**config.mk**
```make
export PLATFORM = sky130hd
export DESIGN_NAME = uart_rx_cmd_ctrl_flat
export DESIGN_NICKNAME = d
export VERILOG_FILES = /design/src/rtl/uart_rx_cmd_ctrl_pkg.sv /design/src/rtl/uart_rx_cmd_ctrl_if.sv /design/src/rtl/uart_rx_cmd_ctrl.sv /design/src/flat_wrapper.sv
export SDC_FILE = /design/constraint.sdc
export NUM_CORES = 1
export LEC_CHECK = 0
export BUFFER_PORTS_ARGS = -buffer_cell sky130_fd_sc_hd__buf_2
export CAP_MARGIN = 40
export CORE_MARGIN = 3
export CORE_UTILIZATION = 50
export DETAILED_ROUTE_END_ITERATION = 10
export PLACE_DENSITY = 0.76
export SLEW_MARGIN = 20
export SYNTH_ARGS = -nofsm -noshare
export SYNTH_HDL_FRONTEND = slang
export SYNTH_SLANG_ARGS = --single-unit
```
**constraint.sdc**
```tcl
create_clock -name CLK -period 1.6 [get_ports CLK]
set_input_delay 0.08 -clock CLK [delete_from_list [all_inputs] [get_ports CLK]]
set_output_delay 0.08 -clock CLK [all_outputs]
set_load 0.02 [all_outputs]
```
**src/rtl/uart_rx_cmd_ctrl_pkg.sv**
```systemverilog
// Command codes, FSM states and ALU operand addresses shared by the UART command controller.
// Pure definitions: no latency, no backpressure.
package uart_rx_cmd_ctrl_pkg;

    localparam logic [7:0] CMD_WR     = 8'hAA;
    localparam logic [7:0] CMD_RD     = 8'hBB;
    localparam logic [7:0] CMD_ALU_OP = 8'hCC;
    localparam logic [7:0] CMD_ALU    = 8'hDD;

    localparam int OP_A_ADDR = 0;
    localparam int OP_B_ADDR = 1;

    typedef enum logic [3:0] {
        ST_IDLE,
        ST_WR_ADDR,
        ST_WR_DATA,
        ST_RD_ADDR,
        ST_RD_WAIT,
        ST_ALU_A,
        ST_ALU_B,
        ST_ALU_FUN,
        ST_ALU_WAIT,
        ST_TX_BYTE0,
        ST_TX_BYTE1
    } state_t;

    // States in which an incoming byte is consumed; others silently drop it.
    function automatic logic is_byte_accepting(input state_t s);
        return (s == ST_IDLE)   || (s == ST_WR_ADDR) || (s == ST_WR_DATA) ||
               (s == ST_RD_ADDR) || (s == ST_ALU_A)  || (s == ST_ALU_B)   ||
               (s == ST_ALU_FUN);
    endfunction

endpackage

```
**src/rtl/uart_rx_cmd_ctrl_if.sv**
```systemverilog
// Bundles UART receive, register-file, ALU and transmit handshakes of the command controller.
// master = controller side, slave = surrounding UART/register-file/ALU environment.
interface uart_rx_cmd_ctrl_if #(
    parameter int DATA_WIDTH = 8,
    parameter int ADDR_WIDTH = 4
);
    logic                      rx_valid;
    logic [DATA_WIDTH-1:0]     rx_data;
    logic                      rx_par_err;
    logic                      rx_stp_err;
    logic [ADDR_WIDTH-1:0]     rf_addr;
    logic                      rf_wr_en;
    logic                      rf_rd_en;
    logic [DATA_WIDTH-1:0]     rf_wr_data;
    logic [DATA_WIDTH-1:0]     rf_rd_data;
    logic                      rf_rd_valid;
    logic                      alu_en;
    logic [3:0]                alu_fun;
    logic [2*DATA_WIDTH-1:0]   alu_out;
    logic                      alu_out_valid;
    logic [DATA_WIDTH-1:0]     tx_data;
    logic                      tx_valid;
    logic                      tx_ready;
    logic                      frame_err;
    logic                      busy;

    modport master (
        input  rx_valid, rx_data, rx_par_err, rx_stp_err,
               rf_rd_data, rf_rd_valid, alu_out, alu_out_valid, tx_ready,
        output rf_addr, rf_wr_en, rf_rd_en, rf_wr_data, alu_en, alu_fun,
               tx_data, tx_valid, frame_err, busy
    );

    modport slave (
        output rx_valid, rx_data, rx_par_err, rx_stp_err,
               rf_rd_data, rf_rd_valid, alu_out, alu_out_valid, tx_ready,
        input  rf_addr, rf_wr_en, rf_rd_en, rf_wr_data, alu_en, alu_fun,
               tx_data, tx_valid, frame_err, busy
    );
endinterface

```
**src/rtl/uart_rx_cmd_ctrl.sv**
```systemverilog
// UART command decoder driving register-file writes/reads and ALU ops; UART_RX_CMD_ERR_DROP_EN drops errored bytes.
// Strobes one cycle after the triggering byte; tx_valid holds with stable data until tx_ready.
module uart_rx_cmd_ctrl
    import uart_rx_cmd_ctrl_pkg::*;
#(
    parameter int DATA_WIDTH = 8,
    parameter int ADDR_WIDTH = 4
) (
    input  logic               CLK,
    input  logic               RST,
    uart_rx_cmd_ctrl_if.master bus
);

    state_t                  r_state;
    logic [ADDR_WIDTH-1:0]   r_rf_addr;
    logic                    r_rf_wr_en;
    logic                    r_rf_rd_en;
    logic [DATA_WIDTH-1:0]   r_rf_wr_data;
    logic                    r_alu_en;
    logic [3:0]              r_alu_fun;
    logic [DATA_WIDTH-1:0]   r_tx_data;
    logic                    r_tx_valid;
    logic [DATA_WIDTH-1:0]   r_tx_hi;
    logic                    r_two_byte;
    logic                    r_frame_err;
    logic                    w_rx_err;

`ifdef UART_RX_CMD_ERR_DROP_EN
    assign w_rx_err      = bus.rx_par_err | bus.rx_stp_err;
    assign bus.frame_err = r_frame_err;
`else
    logic w_unused_err;
    assign w_rx_err      = 1'b0;
    assign w_unused_err  = bus.rx_par_err | bus.rx_stp_err | r_frame_err;
    assign bus.frame_err = 1'b0;
`endif

    assign bus.rf_addr    = r_rf_addr;
    assign bus.rf_wr_en   = r_rf_wr_en;
    assign bus.rf_rd_en   = r_rf_rd_en;
    assign bus.rf_wr_data = r_rf_wr_data;
    assign bus.alu_en     = r_alu_en;
    assign bus.alu_fun    = r_alu_fun;
    assign bus.tx_data    = r_tx_data;
    assign bus.tx_valid   = r_tx_valid;
    assign bus.busy       = (r_state != ST_IDLE);

    always_ff @(posedge CLK) begin
        if (RST) begin
            r_state      <= ST_IDLE;
            r_rf_addr    <= '0;
            r_rf_wr_en   <= 1'b0;
            r_rf_rd_en   <= 1'b0;
            r_rf_wr_data <= '0;
            r_alu_en     <= 1'b0;
            r_alu_fun    <= '0;
            r_tx_data    <= '0;
            r_tx_valid   <= 1'b0;
            r_tx_hi      <= '0;
            r_two_byte   <= 1'b0;
            r_frame_err  <= 1'b0;
        end else begin
            r_rf_wr_en  <= 1'b0;
            r_rf_rd_en  <= 1'b0;
            r_alu_en    <= 1'b0;
            r_frame_err <= 1'b0;
            if (bus.rx_valid && w_rx_err && is_byte_accepting(r_state)) begin
                r_frame_err <= 1'b1;
                r_state     <= ST_IDLE;
            end else begin
                unique case (r_state)
                    ST_IDLE: if (bus.rx_valid) begin
                        if (bus.rx_data == DATA_WIDTH'(CMD_WR))          r_state <= ST_WR_ADDR;
                        else if (bus.rx_data == DATA_WIDTH'(CMD_RD))     r_state <= ST_RD_ADDR;
                        else if (bus.rx_data == DATA_WIDTH'(CMD_ALU_OP)) r_state <= ST_ALU_A;
                        else if (bus.rx_data == DATA_WIDTH'(CMD_ALU))    r_state <= ST_ALU_FUN;
                    end
                    ST_WR_ADDR: if (bus.rx_valid) begin
                        r_rf_addr <= bus.rx_data[ADDR_WIDTH-1:0];
                        r_state   <= ST_WR_DATA;
                    end
                    ST_WR_DATA: if (bus.rx_valid) begin
                        r_rf_wr_data <= bus.rx_data;
                        r_rf_wr_en   <= 1'b1;
                        r_state      <= ST_IDLE;
                    end
                    ST_RD_ADDR: if (bus.rx_valid) begin
                        r_rf_addr  <= bus.rx_data[ADDR_WIDTH-1:0];
                        r_rf_rd_en <= 1'b1;
                        r_state    <= ST_RD_WAIT;
                    end
                    ST_RD_WAIT: if (bus.rf_rd_valid) begin
                        r_tx_data  <= bus.rf_rd_data;
                        r_tx_valid <= 1'b1;
                        r_two_byte <= 1'b0;
                        r_state    <= ST_TX_BYTE0;
                    end
                    ST_ALU_A: if (bus.rx_valid) begin
                        r_rf_addr    <= ADDR_WIDTH'(OP_A_ADDR);
                        r_rf_wr_data <= bus.rx_data;
                        r_rf_wr_en   <= 1'b1;
                        r_state      <= ST_ALU_B;
                    end
                    ST_ALU_B: if (bus.rx_valid) begin
                        r_rf_addr    <= ADDR_WIDTH'(OP_B_ADDR);
                        r_rf_wr_data <= bus.rx_data;
                        r_rf_wr_en   <= 1'b1;
                        r_state      <= ST_ALU_FUN;
                    end
                    ST_ALU_FUN: if (bus.rx_valid) begin
                        r_alu_fun <= bus.rx_data[3:0];
                        r_alu_en  <= 1'b1;
                        r_state   <= ST_ALU_WAIT;
                    end
                    ST_ALU_WAIT: if (bus.alu_out_valid) begin
                        r_tx_data  <= bus.alu_out[DATA_WIDTH-1:0];
                        r_tx_hi    <= bus.alu_out[2*DATA_WIDTH-1:DATA_WIDTH];
                        r_tx_valid <= 1'b1;
                        r_two_byte <= 1'b1;
                        r_state    <= ST_TX_BYTE0;
                    end
                    ST_TX_BYTE0: if (bus.tx_ready) begin
                        r_tx_valid <= 1'b0;
                        r_state    <= r_two_byte ? ST_TX_BYTE1 : ST_IDLE;
                    end
                    // First cycle here has tx_valid low, giving the mandatory gap between bytes.
                    ST_TX_BYTE1: begin
                        if (!r_tx_valid) begin
                            r_tx_valid <= 1'b1;
                            r_tx_data  <= r_tx_hi;
                        end else if (bus.tx_ready) begin
                            r_tx_valid <= 1'b0;
                            r_state    <= ST_IDLE;
                        end
                    end
                    default: r_state <= ST_IDLE;
                endcase
            end
        end
    end

endmodule

```
**src/flat_wrapper.sv**
```systemverilog
// flat-port wrapper written by rule: the top's interface ports become plain ports
module uart_rx_cmd_ctrl_flat import uart_rx_cmd_ctrl_pkg::*;
#(
    parameter int DATA_WIDTH = 8,
    parameter int ADDR_WIDTH = 4
)
  (CLK, RST, bus_rx_valid, bus_rx_data, bus_rx_par_err, bus_rx_stp_err, bus_rf_rd_data, bus_rf_rd_valid, bus_alu_out, bus_alu_out_valid, bus_tx_ready, bus_rf_addr, bus_rf_wr_en, bus_rf_rd_en, bus_rf_wr_data, bus_alu_en, bus_alu_fun, bus_tx_data, bus_tx_valid, bus_frame_err, bus_busy);
  uart_rx_cmd_ctrl_if #(.DATA_WIDTH(DATA_WIDTH), .ADDR_WIDTH(ADDR_WIDTH)) bus_i ();
  input  logic CLK;
  input  logic RST;
  input wire logic [$bits(bus_i.rx_valid)-1:0] bus_rx_valid;
  input wire logic [$bits(bus_i.rx_data)-1:0] bus_rx_data;
  input wire logic [$bits(bus_i.rx_par_err)-1:0] bus_rx_par_err;
  input wire logic [$bits(bus_i.rx_stp_err)-1:0] bus_rx_stp_err;
  input wire logic [$bits(bus_i.rf_rd_data)-1:0] bus_rf_rd_data;
  input wire logic [$bits(bus_i.rf_rd_valid)-1:0] bus_rf_rd_valid;
  input wire logic [$bits(bus_i.alu_out)-1:0] bus_alu_out;
  input wire logic [$bits(bus_i.alu_out_valid)-1:0] bus_alu_out_valid;
  input wire logic [$bits(bus_i.tx_ready)-1:0] bus_tx_ready;
  output wire logic [$bits(bus_i.rf_addr)-1:0] bus_rf_addr;
  output wire logic [$bits(bus_i.rf_wr_en)-1:0] bus_rf_wr_en;
  output wire logic [$bits(bus_i.rf_rd_en)-1:0] bus_rf_rd_en;
  output wire logic [$bits(bus_i.rf_wr_data)-1:0] bus_rf_wr_data;
  output wire logic [$bits(bus_i.alu_en)-1:0] bus_alu_en;
  output wire logic [$bits(bus_i.alu_fun)-1:0] bus_alu_fun;
  output wire logic [$bits(bus_i.tx_data)-1:0] bus_tx_data;
  output wire logic [$bits(bus_i.tx_valid)-1:0] bus_tx_valid;
  output wire logic [$bits(bus_i.frame_err)-1:0] bus_frame_err;
  output wire logic [$bits(bus_i.busy)-1:0] bus_busy;
  assign bus_i.rx_valid = bus_rx_valid;
  assign bus_i.rx_data = bus_rx_data;
  assign bus_i.rx_par_err = bus_rx_par_err;
  assign bus_i.rx_stp_err = bus_rx_stp_err;
  assign bus_i.rf_rd_data = bus_rf_rd_data;
  assign bus_i.rf_rd_valid = bus_rf_rd_valid;
  assign bus_i.alu_out = bus_alu_out;
  assign bus_i.alu_out_valid = bus_alu_out_valid;
  assign bus_i.tx_ready = bus_tx_ready;
  assign bus_rf_addr = bus_i.rf_addr;
  assign bus_rf_wr_en = bus_i.rf_wr_en;
  assign bus_rf_rd_en = bus_i.rf_rd_en;
  assign bus_rf_wr_data = bus_i.rf_wr_data;
  assign bus_alu_en = bus_i.alu_en;
  assign bus_alu_fun = bus_i.alu_fun;
  assign bus_tx_data = bus_i.tx_data;
  assign bus_tx_valid = bus_i.tx_valid;
  assign bus_frame_err = bus_i.frame_err;
  assign bus_busy = bus_i.busy;
  uart_rx_cmd_ctrl #(.DATA_WIDTH(DATA_WIDTH), .ADDR_WIDTH(ADDR_WIDTH)) u_core (.CLK(CLK), .RST(RST), .bus(bus_i));
endmodule
```
### Yosys cells after proc, flatten, opt, wreduce, memory -nomap -nowiden

Index checks and enable logic that the tools add are counted.

* register bits: 41
* bits in latches: 0
* RAM bits: 0
* ROM bits: 0
* bits of input ports: 40
* output and inout bits: 30
* logic and storage cells: 96
* memories: 0

* $add $sub $neg: 0
* multiply operators: 0
* div/mod/pow operators: 0
* order comparisons: 0
* eq/ne operators: 29
* shift-type cells: 0
* muxes and demuxes: 34
* bitwise logic cells: 3
* reductions and logical operators: 19

Operators by type and width (number)
* 4-bit two-way mux: 19
* 4-bit case mux with 11 select lines: 1
* 8-bit == test (second input constant): 4
* 8-bit two-way mux: 3
* 2-bit inequality test (second input constant): 12
* 8-bit case mux with 3 select lines: 1
* 4-bit by 3-bit == test with 1-bit output (second input constant): 4
* 13-bit AND reduction: 1
* 4-bit == test (second input constant): 3
* 4-bit case mux with 3 select lines: 1
* 4-bit AND reduction: 3
* 4-bit by 2-bit == test with 1-bit output (second input constant): 2
* 4-bit nonzero test: 2
* 2-bit OR reduction: 4
* 1-bit two-way mux: 7
* 2-bit AND reduction: 3
* 3-bit nonzero test: 2
* 5-bit inequality test (second input constant): 1
* 4-bit by 1-bit == test with 1-bit output (second input constant): 1
* 4-bit logical NOT: 1
* 2-bit by 1-bit inequality test with 1-bit output (second input constant): 2
* 1-bit case mux with 4 select lines: 1
* 1-bit inverter: 3
* 3-bit AND reduction: 1
* other kinds (3): 3

### Longest topological paths before layout

Gate-level depths: netlist of run 1.

* word-level depth: 7
* mapped depth: 8
* depth with buffers taken out: 5

### Least setup slack after synthesis of run 1

Ideal clock, no wire load.

* kind: reg2reg
* start point: register u_core.r_state[3]
* end point: register u_core.r_state[0]
* setup time: 121 ps
* data arrival time: 1359 ps
* data required time: 1479 ps
* path slack: 120 ps
* cell stages (with the launch flop): 7
* path buffers: 1
* clock period less this slack: 1480 ps
* cells stage by stage: dfxtp_1 buf_6 nor2_1 nand2_1 o211ai_2 a21oi_2 mux2_4

* cells in the longest elaborated chain, start to end: 3
* elaborated cells on any way between the ends: 26
* those cells by class: eq/ne (23); mux (1); reduce/logical (2)

Ends and longest elaborated chain
* start, declared: RTL line uart_rx_cmd_ctrl.sv:14 `state_t r_state;`
* start signal, assigned: RTL line uart_rx_cmd_ctrl.sv:124 `r_state <= r_two_byte ? ST_TX_BYTE1 : ST_IDLE;`
* 4-bit logical NOT (tied with other cells)
* 5-bit inequality test (no source line) (tied with other cells)
* 13-bit AND reduction (no source line)

Several ways; a longest one is shown, not always the timed one.
A chain may end at the register's enable or synchronous reset.

### Worst setup path in the final report of run 1

* start point: register u_core.r_state[1]
* end point: register u_core.r_state[1]

The elaborated chain is that of the path after synthesis.

==> flow_summary.ini, run 1 <==
[routing]
vias = 1901
routedWlPerCell_um = 14.5
firstDrtPassIters = 4
drc = 0
via_per_inst = 5.31
ant_nets = 0
drtIter0Drc = 132
wirelength_um = 5180

[logic_synthesis]
synthFlopType = dfxtp_1
async_reset_ff_share_pct = 0
syn_inst = 228
syn_area_um2 = 2110
synth_warnings = 0
synth.avg_cell_area_um2 = 9.25
ys_seq_area_share_pct = 38.9
syn_nets = 268
synth_seq_cells = 41
synth-edff-count = 0
synth_cell_type_count = 51

[hold_path]
hold_path_class = in -> reg
hold_depth = 3

[setup_path]
critical_path_class = reg -> reg
path_buf_inv = 1
r2r_cells = 5
r2r_slack_ns = 0.09
cp-end-kind = register
r2r_end = u_core.r_state[1]
required_ns = 1.77
worstSetupPathDepth = 5
r2r_start = u_core.r_state[1]
critPathCapture = u_core.r_state[1]
critPathLaunch = u_core.r_state[1]
path_delay_family = compound AO/OA/AOI/OAI gates
cp_slowest_stage_delay_ns = 0.38
crit_chain = nor2b_1, buf_4, a22o_1, a21oi_2, mux2_4
cp-start-kind = register
cp.arrival_ns = 1.68
path_max_fanout = 8
crit_slowest_cell = dfxtp_2

[global_route]
grt_pass1_wl_um = 8840
grt.total_usage_pct = 21.5
overflow = 0
antenna_found_initial = 0
grt_pass1_vias = 1921
grt_max_degree = 17

[clocking]
clk_path_buf_depth = 2
cts-buffers-inserted = 5
clk_latency_ns = 0.29
cts_num_sinks = 41
root_buffer = clkbuf_8
cts_max_level = 2
cts_tree = yes
clkSlewWorstSetupHoldPaths_ns = 0.08
cts_hold_buf = 0

[place]
dp_cells = 349
dpl.hpwl_um = 3860
io_buffer_count = 66
gp_congestion = 0.920

[pwr]
p_total_mw = 3.42
leakage_nw = 1.27
vdd_drop_max_mv = 0.631
power.density_nw_per_um2 = 1260

[die]
io_pins = 70
core_um2 = 3850
die_h_um = 70.9
start_util_pct = 54.7
die_area_um2 = 5030
fp-row-count = 22
die_x_um = 70.9

[layout]
finish.net_count = 349
stdcell_count = 358
fillerInstances = 332
n_antenna_cell = 0
final_cell_mix = buf_2 (66), nor2_1 (43), mux2i_1 (38), dfxtp_1 (38), buf_4 (21)
layout-drive-gt1-share_pct = 39.4
mostFrequentLayoutCell = buf_2
syn_to_final_growth_pct = 28.7

[sta]
fin_worst_skew_ns = 0.00686
fmax_ghz = 0.663
finalMaxSlewViolations = 0
period_share_pct = 94.3
finalSetupViolCount = 0
min_period_ns = 1.51
hold_viol = 0

[job]
max_cap_violations = 0

[outcome]
status = finished, final reports clean
-- metal layers --
metal / track usage, % / routed length (µm)
met5: 0 / 0
met4: 6.89 / 55
met3: 3.41 / 205
met2: 35.3 / 2540
met1: 28.9 / 2380
-- cells in the mapped netlist, drive strengths merged, types with 2 or more instances --
| cell | instances | share of area (%) |
|---|---|---|
| a211oi | 2 | 0.95 |
| nor3 | 2 | 0.47 |
| a21oi | 22 | 5.9 |
| nand3 | 5 | 1.2 |
| buf | 12 | 5.0 |
| nand2 | 10 | 1.9 |
| xnor2 | 2 | 0.83 |
| nor2b | 4 | 1.2 |
| o21ai | 3 | 0.89 |
| nand4bb | 2 | 1.1 |
| clkbuf | 4 | 0.71 |
| mux2i | 38 | 18 |
| nor2 | 47 | 9.5 |
| inv | 4 | 0.71 |
| dfxtp | 41 | 39 |
| or2 | 2 | 0.59 |
| mux2 | 2 | 1.4 |
| nand2b | 2 | 0.71 |
| a22oi | 2 | 0.71 |
| nor3b | 3 | 2.1 |
-- cell type report --
type	count	area, µm²	share of cell area [%]
inverter	4	15.0	0.554
clock inverter	1	30.0	1.11
sequential	41	827	30.5
tap	48	60.1	2.21
timing repair buffer	90	539	19.9
multi-input combinational	167	1150	42.6
clock buffer	7	86.3	3.18
-- through the flow --
stage | TNS (ns) | area [µm²] | setup WS, ns | util (%) | hold WS, ns
2_1_floorplan | 0 | 2110 | 0.120 | - | 0.224
3_3_place_gp | 0 | 2580 | 0.0524 | 66.9 | 0.311
3_5_place_dp | 0 | 2580 | 0.00717 | 66.9 | 0.320
4_1_cts | 0 | 2700 | 0.00707 | 70.1 | 0.0192
5_1_grt | -0.0251 | 2710 | -0.0124 | 70.4 | 0.0283
6_report | 0 | 2710 | 0.0913 | 70.4 | 0.0209
-- how the worst min path moves through the flow --
stage / from / end / slack [ns]
floorplan: bus_rx_data[0] / u_core.bus.alu_fun[0] / 0.22
global placement: bus_alu_out[14] / u_core.r_tx_hi[6] / 0.31
detailed placement: bus_alu_out[15] / u_core.r_tx_hi[7] / 0.32
CTS: bus_alu_out[15] / u_core.r_tx_hi[7] / 0.02
global route: bus_alu_out[14] / u_core.r_tx_hi[6] / 0.03
finish: bus_alu_out[13] / u_core.r_tx_hi[5] / 0.02
-- cells by family (layout without fill, tap and decap cells) --
logic type / Yosys count / in the layout / share of synthesized area, %
simple gates: 82 / 82 / 20.4
compound gates: 41 / 41 / 13.4
flops: 41 / 41 / 38.9
mux: 40 / 40 / 19.5
buf+inv: 20 / 102 / 6.41
xor+xnor: 3 / 3 / 1.25
other cells: 1 / 1 / 0.178
-- tightest hold or removal path: cells and delay by family --
family	cells	cell delay, ns
muxes	1	0.05
buffers and inverters	1	0.08
and+or+nand+nor	1	0.07
-- repair_timing --
action	4_1_cts	5_1_grt
gates cloned	0	0
pin swaps	1	0
gates resized for setup	0	6
setup endpoints to repair	1	26
setup buffers	1	0
-- flip-flops by register name, indices dropped and copies added (netlist names) --
name                   count
u_core.r_state             4
u_core.bus.rf_addr         4
u_core.bus.tx_valid        1
u_core.bus.alu_fun         4
u_core.r_two_byte          1
u_core.bus.alu_en          1
u_core.bus.rf_wr_data      8
u_core.bus.rf_rd_en        1
u_core.bus.rf_wr_en        1
u_core.r_tx_hi             8
u_core.bus.tx_data         8
-- power by group --
part / leakage, nW / switching (mW) / internal (mW)
sequential: 0.333 / 0.0985 / 1.15
clock: 0.0585 / 0.345 / 0.509
combinational: 0.882 / 0.709 / 0.608
total: 1.27 / 1.15 / 2.27
Note: power is estimated with default switching activity, not from simulation.
==> run 2: changes to the inputs <==
--- a/config.mk
+++ b/config.mk
@@ -11,5 +11,5 @@
 export CORE_UTILIZATION = 50
+export CTS_CLUSTER_SIZE = 8
 export DETAILED_ROUTE_END_ITERATION = 10
 export PLACE_DENSITY = 0.76
-export SLEW_MARGIN = 20
 export SYNTH_ARGS = -nofsm -noshare
--- a/constraint.sdc
+++ b/constraint.sdc
@@ -3,2 +3,2 @@
 set_output_delay 0.08 -clock CLK [all_outputs]
-set_load 0.02 [all_outputs]
+set_load 0.05 [all_outputs]
==> run 2 against run 1 <==
Global-route usage is 1.6 points lower. Combinational power up 19%. Routed wire length shrank 6.1%. Largest power group unchanged. Critical endpoint is now u_core.bus.rf_addr[0]. Clock skew rose by 0.0014 ns. Critical path type unchanged. Worst hold slack worse by 0.0053 ns.
==> flow_summary.ini, run 2 (synthesis results as in run 1) <==
[global_route]
overflow = 0
grt_max_degree = 18
grt.total_usage_pct = 19.9
grt_pass1_wl_um = 8180
antenna_found_initial = 0
grt_pass1_vias = 1843

[sta]
fin_worst_skew_ns = 0.00822
finalMaxSlewViolations = 0
rsz0062_at_grt = no
hold_viol = 0
period_share_pct = 95.9
finalSetupViolCount = 0
fmax_ghz = 0.652
min_period_ns = 1.53

[pwr]
internal_power_mw = 2.09
pwr-share-seq_pct = 35.6
clkPwrFrac_pct = 20.1
power.density_nw_per_um2 = 1300
leakage_nw = 1.27
combPwrFrac_pct = 44.2
p_sw_mw = 1.47
swShare_pct = 41.3
vdd_drop_max_mv = 1.07

[setup_path]
critical_path_class = reg -> reg
path_buf_inv = 1
cp-end-kind = register
crit_slowest_cell = dfxtp_2
cp.arrival_ns = 1.77
required_ns = 1.83
crit_chain = buf_4, nand2b_2, nand2b_1, or3_1, a21oi_1
cp-start-kind = register
cp_slowest_stage_delay_ns = 0.37
path_delay_family = simple AND/OR/NAND/NOR gates
path_max_fanout = 6

[layout]
stdcell_count = 359
multi_input_area_um2 = 1170
layout-drive-gt1-share_pct = 41.2
final_cell_mix = buf_2 (66), nor2_1 (43), mux2i_1 (38)
fillerInstances = 297
syn_to_final_growth_pct = 29.1
finish.net_count = 350
seq_area_um2 = 830
fin_util_pct = 70.6
n_antenna_cell = 0
mostFrequentLayoutCell = buf_2

[routing]
via_per_inst = 5.21
ant_nets = 0
drc = 0
drtIter0Drc = 111
routedWlPerCell_um = 13.6
wirelength_um = 4870
firstDrtPassIters = 4
vias = 1872

[clocking]
cts_num_sinks = 41
clkSlewWorstSetupHoldPaths_ns = 0.09
cts_tree = yes
clk_latency_ns = 0.30
cts-buffers-inserted = 5
clk_path_buf_depth = 2
root_buffer = clkbuf_8
cts_max_level = 2

[die]
core_um2 = 3850
die_area_um2 = 5030
io_pins = 70
start_util_pct = 54.7
fp-row-count = 22
die_x_um = 70.9
die_h_um = 70.9

[outcome]
status = finished, final reports clean

[place]
gp_congestion = 0.931
dpl.hpwl_um = 3730
dp_cells = 350
io_buffer_count = 66

[job]
max_cap_violations = 0

[hold_path]
hold_path_class = in -> reg
[run 2: cell count changes in the layout (fill, tap and decap cells not counted), sizes merged]
cell	before	now
clkbuf	7	5
bufinv	1	0
clkinvlp	0	1
inv	4	6
buf	90	91
[run 2: final timing paths]
kind,endpoint,cells past startpoint,slack [ns],startpoint
setup / recovery,u_core.bus.rf_addr[0],5,0.07,u_core.r_state[3]
hold / removal,u_core.r_tx_hi[6],3,0.02,bus_alu_out[14]
hold reg to reg,u_core.bus.rf_addr[1],2,0.45,u_core.bus.rf_addr[1]
setup reg to reg,u_core.bus.rf_addr[0],5,0.07,u_core.r_state[3]
[run 2: worst register-to-register path, cell delays in order (launching register included)]
cell and delay, ns:
dfxtp_2 0.37, buf_4 0.16, nand2b_2 0.26, nand2b_1 0.19, or3_1 0.37, a21oi_1 0.14
[run 2: routing by layer]
metal / track usage, % / wire [µm]
met1: 27.2 / 2310
met2: 31.0 / 2210
met3: 5.54 / 286
met4: 5.22 / 53
met5: 0 / 0
[run 2: power groups by stage]
stage          registers, mW  logic, mW  clock network (mW)
3_5_place_dp            1.28       1.54                   0
3_3_place_gp            1.27       1.52                   0
6_report                1.27       1.57               0.715
5_1_grt                 1.29       1.68               0.762
2_1_floorplan           1.62      0.813                   0
4_1_cts                 1.25       1.55               0.729
[run 2: what timing repair did]
item                       4_1_cts  5_1_grt
hold endpoints to repair         0        0
gates resized for setup          1        7
buffers inserted                 0        1
pin swaps                        0        1
setup endpoints to repair        3       27
hold buffers                     0        0
[run 2: cell type report]
class / instances / share of cell area [%]
well taps: 48 / 2.21
clock inverters: 3 / 0.920
repair buffers: 91 / 20.4
multi-input cells: 167 / 42.9
inverters: 4 / 0.552
flip-flops and latches: 41 / 30.5
clock buffers: 5 / 2.53
[run 2: per-stage QoR]
step,hold WS (ns),setup TNS [ns],cell area (µm²),total power [mW],setup WS [ns]
final,0.0156,0,2720,3.55,0.0655
after global routing,0.0329,0,2720,3.73,0.0105
after CTS,0.0145,0,2700,3.53,0.0174
after detailed placement,0.316,-0.0168,2600,2.82,-0.0168
after global placement,0.310,0,2600,2.79,0.0201
after floorplan,0.224,0,2110,2.43,0.0546
